File: src/rtl/quote_pkg.sv
// Shared definitions for the quote frame receiver: default field widths,
// the receive state encoding and a decoded-quote record at default widths.
package quote_pkg;

    localparam int          TICKER_BYTES_DEF   = 4;
    localparam int          TS_BYTES_DEF       = 4;
    localparam int          PRICE_BYTES_DEF    = 3;
    localparam int          POS_BYTES_DEF      = 2;
    localparam int          TIMEOUT_DEFAULT    = 255;
    localparam int          FIFO_DEPTH_DEFAULT = 4;
    localparam logic [7:0]  SYNC_DEFAULT       = 8'hA5;

    typedef enum logic [1:0] {
        HUNT    = 2'd0,
        PAYLOAD = 2'd1,
        CHECK   = 2'd2
    } rx_state_e;

    // Decoded quote at default widths, fields in frame order plus annotations.
    typedef struct packed {
        logic        [8*TICKER_BYTES_DEF-1:0] ticker;
        logic        [8*TS_BYTES_DEF-1:0]     timestamp;
        logic        [8*PRICE_BYTES_DEF-1:0]  ask;
        logic        [8*PRICE_BYTES_DEF-1:0]  bid;
        logic signed [8*POS_BYTES_DEF-1:0]    position;
        logic signed [8*PRICE_BYTES_DEF:0]    spread;
        logic                                 crossed;
    } quote_t;

endpackage

File: src/rtl/quote_fifo.sv
// Show-ahead FIFO: dout always presents the head entry while not empty.
// A push on a full FIFO is accepted only when a pop happens in the same cycle.
module quote_fifo
    import quote_pkg::*;
#(
    parameter int WIDTH = 8,
    parameter int DEPTH = 4
) (
    input  logic             clk,
    input  logic             rst,
    input  logic             push,
    input  logic             pop,
    input  logic [WIDTH-1:0] din,
    output logic [WIDTH-1:0] dout,
    output logic             full,
    output logic             empty
);

    localparam int           AW      = $clog2(DEPTH);
    localparam logic [AW:0]  PTR_ONE = (AW+1)'(1);

    logic [WIDTH-1:0] r_mem [DEPTH];
    logic [AW:0]      r_wr_ptr;
    logic [AW:0]      r_rd_ptr;
    logic             w_do_push;
    logic             w_do_pop;

    // Pointers carry one wrap bit so full and empty are distinguishable.
    assign empty     = (r_wr_ptr == r_rd_ptr);
    assign full      = (r_wr_ptr[AW] != r_rd_ptr[AW]) &&
                       (r_wr_ptr[AW-1:0] == r_rd_ptr[AW-1:0]);
    assign w_do_pop  = pop && !empty;
    assign w_do_push = push && (!full || w_do_pop);
    assign dout      = r_mem[r_rd_ptr[AW-1:0]];

    // Pointer update; reset empties the FIFO, stored data becomes unreachable.
    always_ff @(posedge clk or posedge rst) begin
        if (rst) begin
            r_wr_ptr <= '0;
            r_rd_ptr <= '0;
        end else begin
            if (w_do_push) r_wr_ptr <= r_wr_ptr + PTR_ONE;
            if (w_do_pop)  r_rd_ptr <= r_rd_ptr + PTR_ONE;
        end
    end

    // Storage write; no reset needed because the pointers gate visibility.
    always_ff @(posedge clk) begin
        if (w_do_push) r_mem[r_wr_ptr[AW-1:0]] <= din;
    end

endmodule

File: src/rtl/quote_frame_decoder.sv
// Byte-serial quote frame receiver: hunts for SYNC, assembles the payload,
// validates the XOR checksum, aborts stalled frames, and buffers decoded
// quotes (with spread and crossed flag) in a show-ahead FIFO.
// Output handshake: a quote transfers on every clock edge where
// out_valid && out_ready; out_valid never depends on out_ready and the
// head fields hold steady while out_valid && !out_ready.
module quote_frame_decoder
    import quote_pkg::*;
#(
    parameter int         TICKER_BYTES   = TICKER_BYTES_DEF,
    parameter int         TS_BYTES       = TS_BYTES_DEF,
    parameter int         PRICE_BYTES    = PRICE_BYTES_DEF,
    parameter int         POS_BYTES      = POS_BYTES_DEF,
    parameter logic [7:0] SYNC_BYTE      = SYNC_DEFAULT,
    parameter int         TIMEOUT_CYCLES = TIMEOUT_DEFAULT,
    parameter int         FIFO_DEPTH     = FIFO_DEPTH_DEFAULT
) (
    input  logic                         clk,
    input  logic                         rst,
    input  logic [7:0]                   rx_byte,
    input  logic                         rx_valid,
    output logic                         out_valid,
    input  logic                         out_ready,
    output logic [8*TICKER_BYTES-1:0]    out_ticker,
    output logic [8*TS_BYTES-1:0]        out_timestamp,
    output logic [8*PRICE_BYTES-1:0]     out_ask,
    output logic [8*PRICE_BYTES-1:0]     out_bid,
    output logic signed [8*POS_BYTES-1:0] out_position,
    output logic signed [8*PRICE_BYTES:0] out_spread,
    output logic                         out_crossed,
    output logic                         err_checksum,
    output logic                         err_timeout,
    output logic                         err_overflow,
    output logic [15:0]                  frames_ok,
    output logic [15:0]                  frames_bad
);

    localparam int PAYLOAD_BYTES = TICKER_BYTES + TS_BYTES + 2*PRICE_BYTES + POS_BYTES;
    localparam int PW    = 8*PAYLOAD_BYTES;
    localparam int TKW   = 8*TICKER_BYTES;
    localparam int TSW   = 8*TS_BYTES;
    localparam int PRW   = 8*PRICE_BYTES;
    localparam int POW   = 8*POS_BYTES;
    localparam int EW    = PW + PRW + 1;
    localparam int IDXW  = $clog2(PAYLOAD_BYTES + 1);
    localparam int IDLEW = $clog2(TIMEOUT_CYCLES + 1);

    rx_state_e         r_state;
    rx_state_e         w_state_next;
    logic [PW-1:0]     r_payload;
    logic [7:0]        r_xor;
    logic [IDXW-1:0]   r_idx;
    logic [IDLEW-1:0]  r_idle;
    logic [15:0]       r_frames_ok;
    logic [15:0]       r_frames_bad;
    logic              r_err_checksum;
    logic              r_err_timeout;
    logic              r_err_overflow;

    logic              w_idle_hit;
    logic              w_chk_match;
    logic              w_chk_bad;
    logic              w_timeout;
    logic              w_push;
    logic              w_pop;
    logic              w_overflow;
    logic              w_full;
    logic              w_empty;

    logic [TKW-1:0]    w_ticker;
    logic [TSW-1:0]    w_ts;
    logic [PRW-1:0]    w_ask;
    logic [PRW-1:0]    w_bid;
    logic [POW-1:0]    w_pos;
    logic [PRW:0]      w_spread;
    logic [EW-1:0]     w_din;
    logic [EW-1:0]     w_dout;
    logic [TKW-1:0]    w_h_ticker;
    logic [TSW-1:0]    w_h_ts;
    logic [PRW-1:0]    w_h_ask;
    logic [PRW-1:0]    w_h_bid;
    logic [POW-1:0]    w_h_pos;
    logic [PRW:0]      w_h_spread;

    // Field split of the fully assembled payload (first byte is MSB).
    assign {w_ticker, w_ts, w_ask, w_bid, w_pos} = r_payload;
    assign w_spread = {1'b0, w_ask} - {1'b0, w_bid};
    assign w_din    = {r_payload, w_spread};

    assign w_pop      = !w_empty && out_ready;
    assign w_push     = w_chk_match && (!w_full || w_pop);
    assign w_overflow = w_chk_match && w_full && !w_pop;
    assign w_idle_hit = (r_idle == IDLEW'(TIMEOUT_CYCLES - 1));

    // State register.
    always_ff @(posedge clk or posedge rst) begin
        if (rst) r_state <= HUNT;
        else     r_state <= w_state_next;
    end

    // Next-state and frame-outcome decode.
    always_comb begin
        w_state_next = r_state;
        w_chk_match  = 1'b0;
        w_chk_bad    = 1'b0;
        w_timeout    = 1'b0;
        case (r_state)
            HUNT: begin
                if (rx_valid && rx_byte == SYNC_BYTE) w_state_next = PAYLOAD;
            end
            PAYLOAD: begin
                if (rx_valid) begin
                    if (r_idx == IDXW'(PAYLOAD_BYTES - 1)) w_state_next = CHECK;
                end else if (w_idle_hit) begin
                    w_timeout    = 1'b1;
                    w_state_next = HUNT;
                end
            end
            CHECK: begin
                if (rx_valid) begin
                    w_state_next = HUNT;
                    if (rx_byte == r_xor) w_chk_match = 1'b1;
                    else                  w_chk_bad   = 1'b1;
                end else if (w_idle_hit) begin
                    w_timeout    = 1'b1;
                    w_state_next = HUNT;
                end
            end
            default: w_state_next = HUNT;
        endcase
    end

    // Payload assembly, running XOR, byte index and idle counter.
    always_ff @(posedge clk or posedge rst) begin
        if (rst) begin
            r_payload <= '0;
            r_xor     <= '0;
            r_idx     <= '0;
            r_idle    <= '0;
        end else if (r_state == HUNT) begin
            r_xor  <= '0;
            r_idx  <= '0;
            r_idle <= '0;
        end else if (rx_valid) begin
            r_idle <= '0;
            if (r_state == PAYLOAD) begin
                r_payload <= {r_payload[PW-9:0], rx_byte};
                r_xor     <= r_xor ^ rx_byte;
                r_idx     <= r_idx + IDXW'(1);
            end
        end else begin
            r_idle <= r_idle + IDLEW'(1);
        end
    end

    // Saturating statistics and one-cycle error pulses.
    always_ff @(posedge clk or posedge rst) begin
        if (rst) begin
            r_frames_ok    <= '0;
            r_frames_bad   <= '0;
            r_err_checksum <= 1'b0;
            r_err_timeout  <= 1'b0;
            r_err_overflow <= 1'b0;
        end else begin
            r_err_checksum <= w_chk_bad;
            r_err_timeout  <= w_timeout;
            r_err_overflow <= w_overflow;
            if (w_push && r_frames_ok != 16'hFFFF)
                r_frames_ok <= r_frames_ok + 16'd1;
            if ((w_chk_bad || w_timeout || w_overflow) && r_frames_bad != 16'hFFFF)
                r_frames_bad <= r_frames_bad + 16'd1;
        end
    end

    quote_fifo #(
        .WIDTH (EW),
        .DEPTH (FIFO_DEPTH)
    ) u_fifo (
        .clk   (clk),
        .rst   (rst),
        .push  (w_push),
        .pop   (w_pop),
        .din   (w_din),
        .dout  (w_dout),
        .full  (w_full),
        .empty (w_empty)
    );

    // Head fields are forced to zero while empty so reset shows all-zero outputs.
    assign {w_h_ticker, w_h_ts, w_h_ask, w_h_bid, w_h_pos, w_h_spread} = w_dout;
    assign out_valid     = !w_empty;
    assign out_ticker    = w_empty ? '0 : w_h_ticker;
    assign out_timestamp = w_empty ? '0 : w_h_ts;
    assign out_ask       = w_empty ? '0 : w_h_ask;
    assign out_bid       = w_empty ? '0 : w_h_bid;
    assign out_position  = w_empty ? '0 : w_h_pos;
    assign out_spread    = w_empty ? '0 : w_h_spread;
    assign out_crossed   = !w_empty && w_h_spread[PRW];
    assign err_checksum  = r_err_checksum;
    assign err_timeout   = r_err_timeout;
    assign err_overflow  = r_err_overflow;
    assign frames_ok     = r_frames_ok;
    assign frames_bad    = r_frames_bad;

endmodule

File: config.mk
export PLATFORM = sky130hd
export DESIGN_NAME = quote_frame_decoder
export DESIGN_NICKNAME = d
export VERILOG_FILES = /design/src/rtl/quote_pkg.sv /design/src/rtl/quote_fifo.sv /design/src/rtl/quote_frame_decoder.sv
export SDC_FILE = /design/constraint.sdc
export NUM_CORES = 1
export LEC_CHECK = 0
export CAP_MARGIN = 30
export CORE_ASPECT_RATIO = 0.7
export CORE_MARGIN = 8
export CORE_UTILIZATION = 25
export DETAILED_ROUTE_END_ITERATION = 6
export PLACE_DENSITY_LB_ADDON = 0.25
export SYNTH_ARGS = -nofsm -noshare
export SYNTH_HDL_FRONTEND = slang
export SYNTH_SLANG_ARGS = --single-unit
File: constraint.sdc
create_clock -name clk -period 13.6 [get_ports clk]
set_clock_uncertainty 0.1 [all_clocks]
set_input_delay 2.72 -clock clk [delete_from_list [all_inputs] [get_ports clk]]
set_output_delay 2.72 -clock clk [all_outputs]
set_load 0.01 [all_outputs]
=== Yosys cells after proc, flatten, opt, wreduce, memory -nomap -nowiden ===
Memories as Yosys holds them, arrays and structs flattened.
Index checks and enable logic that the tools add are counted.

* Word-level logic and storage cells: 91
* Memories kept: 1
* Register bits: 192
* Output and inout port bits: 190
* Memory bits (read-only): 0
* Latch bits: 0
* Input port bits: 12
* RAM bits: 612

* Mux-type cells: 31
* Order comparisons: 0
* Reduce and logical (&&, ||, !) cells: 25
* Shifts and indexed selects: 0
* $mul: 0
* Div/mod/pow operators: 0
* Bitwise logic cells: 2
* Equality and inequality tests: 13
* $add $sub $neg: 7

{| class="wikitable"
|+ Memory list
! memory !! words !! width !! read ports !! clocked after memory_dff !! write ports !! line !! RTL
|-
| u_fifo.r_mem || 4 || 153 || 1 || 0 || 1 || quote_fifo.sv:22 || <nowiki>logic [WIDTH-1:0] r_mem [DEPTH];</nowiki>
|}

{| class="wikitable"
|+ Operators by type and width
! kind !! number
|-
| 2-to-1 mux 32 bit || 2
|-
| 2-to-1 mux 24 bit || 2
|-
| 2-to-1 mux 8 bit || 5
|-
| adder 16 x 1 -> 16 bit, second input constant || 2
|-
| inequality test 16 bit, second input constant || 2
|-
| 2-to-1 mux 25 bit || 1
|-
| subtractor 24 x 24 -> 25 bit || 1
|-
| equality test 8 bit, second input constant || 2
|-
| 2-to-1 mux 16 bit || 1
|-
| 2-to-1 mux 5 bit || 3
|-
| logical AND 1 bit || 11
|-
| 2-to-1 mux 1 bit || 11
|-
| 2-to-1 mux 2 bit || 5
|-
| adder 8 x 1 -> 8 bit, second input constant || 1
|-
| equality test 8 bit || 1
|-
| bitwise XOR 8 bit || 1
|-
| adder 3 x 1 -> 3 bit, second input constant || 2
|-
| one-hot mux 2 bit (3 select lines) || 1
|-
| adder 5 x 1 -> 5 bit, second input constant || 1
|-
| equality test 5 x 4 -> 1 bit, second input constant || 1
|-
| logical OR 1 bit || 4
|-
| AND reduction 2 bit || 2
|-
| nonzero test 2 bit || 2
|-
| equality test 3 bit || 1
|-
| 11 further kinds || 13
|}

=== Depth between registers and ports, before layout ===
Gate-level depths: netlist of the first run.

* Word-level depth: 8
* Depth in mapped cells: 10
* Gate-level depth less buffers: 9

=== By module ===
Synthesis of the first run repeated with hierarchy kept, for this count alone.

* Cell total of the unflattened synthesis: 1,768
* Area total of the unflattened synthesis: 32,321.0 µm²

{| class="wikitable"
|+ By module, submodules not included
! module !! seq. area each (µm²) !! cells each !! instances !! area an instance (µm²)
|-
| quote_fifo || 18,527.8 || 835 || 1 || 22,466.5
|-
| quote_frame_decoder || 4,654.5 || 933 || 1 || 9,854.5
|}

=== Worst setup path before layout of the first run ===
No wires, ideal clock.

* Path type: input to register
* Start: in rx_byte[3]
* End: mem u_fifo.r_mem[3][0] in the netlist's numbering (enable)
* Required time: 12.967 ns
* Buffers on the path: 0
* Stages on the path: 4
* Setup slack: 5.876 ns
* Data arrival time: 7.091 ns
* Setup time: 0.533 ns
* Cells stage by stage: xnor2_1 -> nand4_1 -> nor4_2 -> and2_1

* Word-level cells in the longest chain between the ends: 8

{| class="wikitable"
|+ RTL lines
! element !! line !! RTL
|-
| from (decl) || quote_frame_decoder.sv:20 || <nowiki>input logic [7:0] rx_byte,</nowiki>
|-
| equality test 8 bit || quote_frame_decoder.sv:122 || <nowiki>if (rx_byte == r_xor) w_chk_match = 1'b1;</nowiki>
|-
| 2-to-1 mux 1 bit || quote_frame_decoder.sv:122 ||
|-
| 2-to-1 mux 1 bit || quote_frame_decoder.sv:120 || <nowiki>if (rx_valid) begin</nowiki>
|-
| 2-to-1 mux 1 bit || quote_frame_decoder.sv:107 || <nowiki>case (r_state)</nowiki>
|-
| logical AND 1 bit || quote_frame_decoder.sv:91 || <nowiki>assign w_push = w_chk_match && (!w_full || w_pop);</nowiki>
|-
| logical AND 1 bit || quote_fifo.sv:33 || <nowiki>assign w_do_push = push && (!full || w_do_pop);</nowiki>
|-
| 2-to-1 mux 1 bit || quote_fifo.sv:49 || <nowiki>if (w_do_push) r_mem[r_wr_ptr[AW-1:0]] <= din;</nowiki>
|-
| 2-to-1 mux 1 bit (not written as such) || quote_fifo.sv:49 ||
|-
| to (decl) || quote_fifo.sv:22 ||
|}

No other way between the ends.

=== Final worst setup path of the first run ===
* Start: reg u_fifo.r_rd_ptr[1]
* End: out out_spread[23]

* Word-level cells in the longest chain between the ends: 2

{| class="wikitable"
|+ RTL lines
! element !! line !! RTL
|-
| from (decl) || quote_fifo.sv:24 || <nowiki>logic [AW:0] r_rd_ptr;</nowiki>
|-
| from (signal assigned) || quote_fifo.sv:43 || <nowiki>if (w_do_pop) r_rd_ptr <= r_rd_ptr + PTR_ONE;</nowiki>
|-
| memory read (4 x 153 bit) or equality test 3 bit (tied branches) || -- ||
|-
| 2-to-1 mux 25 bit * || quote_frame_decoder.sv:197 || <nowiki>assign out_spread = w_empty ? '0 : w_h_spread;</nowiki>
|-
| to (decl) || quote_frame_decoder.sv:29 || <nowiki>output logic signed [8*PRICE_BYTES:0] out_spread,</nowiki>
|}

Every way passes the cells marked *; elsewhere a longest branch is shown, timed or not.

==> impl_metrics.toml, run 1 <==
[yosys]
synth_area_leaders = "edfxtp_1 (57%), dfrtp_1 (15%), mux4_2 (11%)"
yosysMostFrequentCell = "edfxtp_1"
yosysTopAreaCell = "edfxtp_1"
syn_nets = 1859
synth_edf_count = 612
ys.flop_type = "edfxtp_1"
yosysSeqAreaShare_pct = 71.5
synth.distinct_cells = 65
ys_seq_elements = 804
syn_area_um2 = 32400
synth_common_cells = "edfxtp_1 (612), dfrtp_1 (192), and2_1 (161)"
yosysWarnings = 0
synth.avg_cell_area_um2 = 17.9
synth_top_area_share_pct = 56.7
syn_inst = 1807
ys_async_sr_fraction_pct = 23.9

[sta]
timing.fmax_ghz = 0.144
slew_violations = 0
fin_crit_ns = 6.93
hold_viol_final = 0
rsz0062_at_grt = "false"
layout_worst_path_cycle_share_pct = 50.9
max-slew-margin-rel_pct = 30.1
worst_pin_slew_ns = 1.04
whs_ns = 0.390
final.setup.tns_ns = 0
finalSetupViolCount = 0

[cells_and_area]
final_area_um2 = 39400
drive_gt1_share_pct = 20.4
final_cells = 3837
area_growth_pct = 21.5
final_util_pct = 30.6
nNetsFinal = 2080

[place]
routabilityCongestion = 0.816
post-dp-hpwl_um = 53800
port_buffers = 201
place_area_um2 = 36500
place_inst = 3676

[pwr]
total_leakage_power_nw = 13.9
irDropWorstVdd_v = 0.000113
power.density_nw_per_um2 = 232

[flow_run]
maxCapViolCount = 0

[clocking]
clk_latency_ns = 0.68
holdBufCountCts = 0
htree_levels = 3
cts_buffers = 83
post_cts_buffers = 0
cts-root-buf = "clkbuf_16"
clockBufferDepth = 3
clk_pin_slew_ns = 0.06
cts_sinks = 804
cts_tree = "done"
cts.repair.resized = 0

[grt]
grt_max_degree = 136
grt_overflow = 0
grt_pass1_vias = 17600
antenna_found_initial = 11
grt_pass1_wl_um = 125000
track_usage_pct = 11.8

[setup_path]
critPathArrivalTime_ns = 4.11
cp-start-kind = "flip-flop"
crit_type = "flip-flop to primary output"
crit_required_ns = 10.78
crit_path_end_kind = "primary output"
cp_max_fo = 61

[route]
wl_met2_um = 38000
detail_route.first_pass.iterations = 5
drc = 0
dr_wl_met3_um = 4480
num_vias = 16800
postRouteAntennaNets = 0
wl_per_cell_um = 22.1
top_layer_used = "met4"
drt-total-wl_um = 84800
drt-met1-wl_um = 40500
drt_iter0_drc = 1163
vias_per_cell = 4.37

[floorplan]
fp.dieH_um = 317
io_pins = 202
start_util_pct = 25.2
core-area_um2 = 129000
die-area_um2 = 142000
std_cell_rows = 110
die_w_um = 446

[hold_path]
hold_class = "flip-flop to flip-flop"

[outcome]
status = "complete, no violations"
[metrics by stage]
stage / total power, mW / worst slack (ns)
6_report: 9.14 / 6.67
5_1_grt: 9.63 / 6.27
4_1_cts: 9.32 / 6.24
3_5_place_dp: 6.97 / 6.57
3_3_place_gp: 6.91 / 6.57
2_1_floorplan: 5.13 / 5.55
[per-layer routing]
metal,track usage [%],vias up
met4,3.07,0
met5,0,-
met3,2.74,100
met1,16.9,8877
li1,-,7388
met2,18.1,410
[final cells by class]
type                       instances  area (um2)
sequential                       804       23200
inverter                          44         173
multi-input combinational        871        8700
clock buffer                     102        2210
fill                           12600       89200
timing repair buffer             224        2350
clock inverter                    52         554
tap                             1736        2170
antenna                            4        10.0
[flip-flops by register name (all words and copies together), names as in the netlist]
name	count
u_fifo.r_rd_ptr	3
err_overflow	1
r_xor	8
r_idx	5
u_fifo.r_wr_ptr	3
r_state	2
frames_ok	16
r_idle	8
r_payload	128
frames_bad	16
err_timeout	1
err_checksum	1
u_fifo.r_mem	612
[worst paths after layout]
path,slack (ns),from,cells after the start,end
max,6.67,u_fifo.r_rd_ptr[1]$_DFFE_PP0P_,8,out_spread[23]
min,0.39,u_fifo.r_wr_ptr[2]$_DFFE_PP0P_,1,u_fifo.r_wr_ptr[2]$_DFFE_PP0P_
max reg2reg,9.06,u_fifo.r_rd_ptr[1]$_DFFE_PP0P_,7,u_fifo.r_mem[3][97]$_DFFE_PP_
min reg2reg,0.39,u_fifo.r_wr_ptr[2]$_DFFE_PP0P_,1,u_fifo.r_wr_ptr[2]$_DFFE_PP0P_
max in group asynchronous,9.49,rst,3,u_fifo.r_rd_ptr[1]$_DFFE_PP0P_
min in group asynchronous,2.43,rst,2,frames_bad[4]$_DFFE_PP0P_
[placed cells by master (no fill, tap or decap), types with 13 or more instances in the layout]
cell	instances
a21oi_1	34
and2_1	157
and3_1	13
buf_4	13
clkbuf_1	13
clkbuf_16	83
clkdlybuf4s50_1	201
clkinv_2	20
dfrtp_1	190
edfxtp_1	612
ha_1	39
inv_1	43
mux2_2	106
mux4_2	153
nand2_1	72
nand3_1	17
nand4_1	25
nor2_1	47
o21ai_0	38
xnor2_1	52
xor2_1	22
[logic make-up (layout without fill, tap and decap cells)]
group	count (synthesis)	count (layout)	share of synthesized area, %
AOI/OAI and AO/OA	121	121	2.38
and+or+nand+nor	373	373	6.39
buffers and inverters	132	422	1.68
DFF	804	804	71.5
xor gates and xnor gates	74	74	2.00
adders and majority gates	40	40	1.57
other	0	4	0
muxes	263	263	14.4
[where the power goes]
part / internal [mW] / switching (mW)
logic: 1.77 / 1.84
clock network: 1.32 / 0.986
registers: 2.98 / 0.242
total: 6.07 / 3.06
[worst max-delay path, cell delays in order, from the launching register on]
cell and delay [ns]:
dfrtp_4 0.56, buf_16 0.31, xor2_1 0.31, nor2_1 0.13
nand2_4 0.40, buf_4 0.47, buf_16 0.28, and2_1 0.26
clkdlybuf4s50_1 0.58
Power figures use the tool's default switching activity.
==> inputs of run 2 (changes only) <==
- clock period: 13.6 -> 5.89 ns (I/O delays scaled with it)
==> run 2 against run 1 <==
Against the previous run:
- sequential cell count is the same
- via count hardly changed
- critical path type unchanged
- critical path depth fell by 2
- largest power group unchanged
- highest routed layer unchanged
- critical endpoint is now out_ticker[17]
- die area stayed put
- worst hold slack got worse by 0.0030 ns
- sequential share of layout area is 0.23 points lower
- power increased by 130%
- non-clock buffer count unchanged
- wire length decreased by 3.8%
==> impl_metrics.toml, run 2 (synthesis gave the netlist of run 1 again) <==
[flow_run]
maxCapViolCount = 0

[route]
postRouteAntennaNets = 0
drt_iter0_drc = 1218
dr_wl_met3_um = 4410
num_vias = 16800
wl_met2_um = 38200
detail_route.first_pass.iterations = 7
wl_per_cell_um = 21.3
drc = 0
vias_per_cell = 4.37
top_layer_used = "met4"
drt-met1-wl_um = 37700
drt-total-wl_um = 81600

[clocking]
clockBufferDepth = 3
clk_pin_slew_ns = 0.06
cts-root-buf = "clkbuf_16"
cts_buffers = 83
clk_latency_ns = 0.66
holdBufCountCts = 0
cts_tree = "done"
htree_levels = 3
post_cts_buffers = 0
cts.repair.resized = 0
cts_sinks = 804

[grt]
track_usage_pct = 11.3
grt_max_degree = 145
grt_overflow = 0
grt_pass1_wl_um = 121000
grt_pass1_vias = 17700
antenna_found_initial = 5

[pwr]
power.density_nw_per_um2 = 534
total_leakage_power_nw = 13.9
irDropWorstVdd_v = 0.000360
total_power_mw = 21.1

[cells_and_area]
mostFrequentLayoutCells = "edfxtp_1 (612), clkdlybuf4s50_1 (201), dfrtp_1 (190)"
nNetsFinal = 2080
area_growth_pct = 21.9
largest_reg_flops = 612
final_util_pct = 30.7
drive_gt1_share_pct = 20.2
layout.cells.most_common = "edfxtp_1"

[floorplan]
start_util_pct = 25.2
core-area_um2 = 129000
fp.dieH_um = 317
die-area_um2 = 142000
die_w_um = 446
io_pins = 202
std_cell_rows = 110

[sta]
whs_ns = 0.387
fin_crit_ns = 4.78
hold_viol_final = 0
rsz0062_at_grt = "false"
timing.fmax_ghz = 0.209
worst_pin_slew_ns = 1.18
slew_violations = 0
final.setup.tns_ns = 0
max-slew-margin-rel_pct = 21.1
setup_ws_ns = 1.11
finalSetupViolCount = 0
layout_worst_path_cycle_share_pct = 81.2

[hold_path]
hold_class = "flip-flop to flip-flop"

[setup_path]
crit_type = "flip-flop to primary output"
cp-start-kind = "flip-flop"
crit_required_ns = 4.61
critPathArrivalTime_ns = 3.50
crit_path_end_kind = "primary output"
cp_max_fo = 51

[place]
post-dp-hpwl_um = 50200
place_ws_ns = 1.68
port_buffers = 201
routabilityCongestion = 0.818

[outcome]
status = "complete, no violations"
## run 2: critical path, stage by stage, from the launching register on
cell	delay (ns)
dfrtp_4	0.59
xor2_1	0.30
nor2_1	0.13
nand2_4	0.59
buf_4	0.46
and2_1	0.20
clkdlybuf4s50_1	0.54
## run 2: final timing paths
| kind | start | to | slack, ns | depth (start not counted) |
|---|---|---|---|---|
| max reg2reg | r_payload[40]$_DFFE_PP0P_ | u_fifo.r_mem[0][20]$_DFFE_PP_ | 2.39 | 9 |
| max in group asynchronous | rst | r_payload[113]$_DFFE_PP0P_ | 3.67 | 3 |
| min in group asynchronous | rst | err_timeout$_DFF_PP0_ | 0.89 | 2 |
| min | r_idle[0]$_DFF_PP0_ | r_idle[0]$_DFF_PP0_ | 0.39 | 1 |
| max | u_fifo.r_rd_ptr[1]$_DFFE_PP0P_ | out_ticker[17] | 1.11 | 6 |
| min reg2reg | r_idle[0]$_DFF_PP0_ | r_idle[0]$_DFF_PP0_ | 0.39 | 1 |
## run 2: report_power, final
| group | switching (mW) | internal [mW] |
|---|---|---|
| Combinational | 4.11 | 4.05 |
| Clock | 2.25 | 3.33 |
| Sequential | 0.476 | 6.88 |
## run 2: cell type report
type | count | area [um2]
flip-flops and latches | 804 | 23200
well taps | 1736 | 2170
clock buffers | 113 | 2380
clock inverters | 42 | 541
multi-input cells | 871 | 8700
fillers | 12600 | 89000
diodes | 2 | 5.00
repair buffers | 224 | 2350
inverters | 44 | 169
## run 2: stage by stage
| stage | instances | area, um2 |
|---|---|---|
| floorplan | 1807 | 32400 |
| global placement | 3677 | 36600 |
| detailed placement | 3679 | 36600 |
| CTS | 3834 | 39500 |
| global route | 3834 | 39500 |
| finish | 3836 | 39500 |
## run 2: layer usage
layer | up-vias | track usage, %
met4 | 0 | 2.37
met1 | 8837 | 15.8
met3 | 111 | 2.56
met2 | 438 | 18.2
li1 | 7378 | -
met5 | - | 0
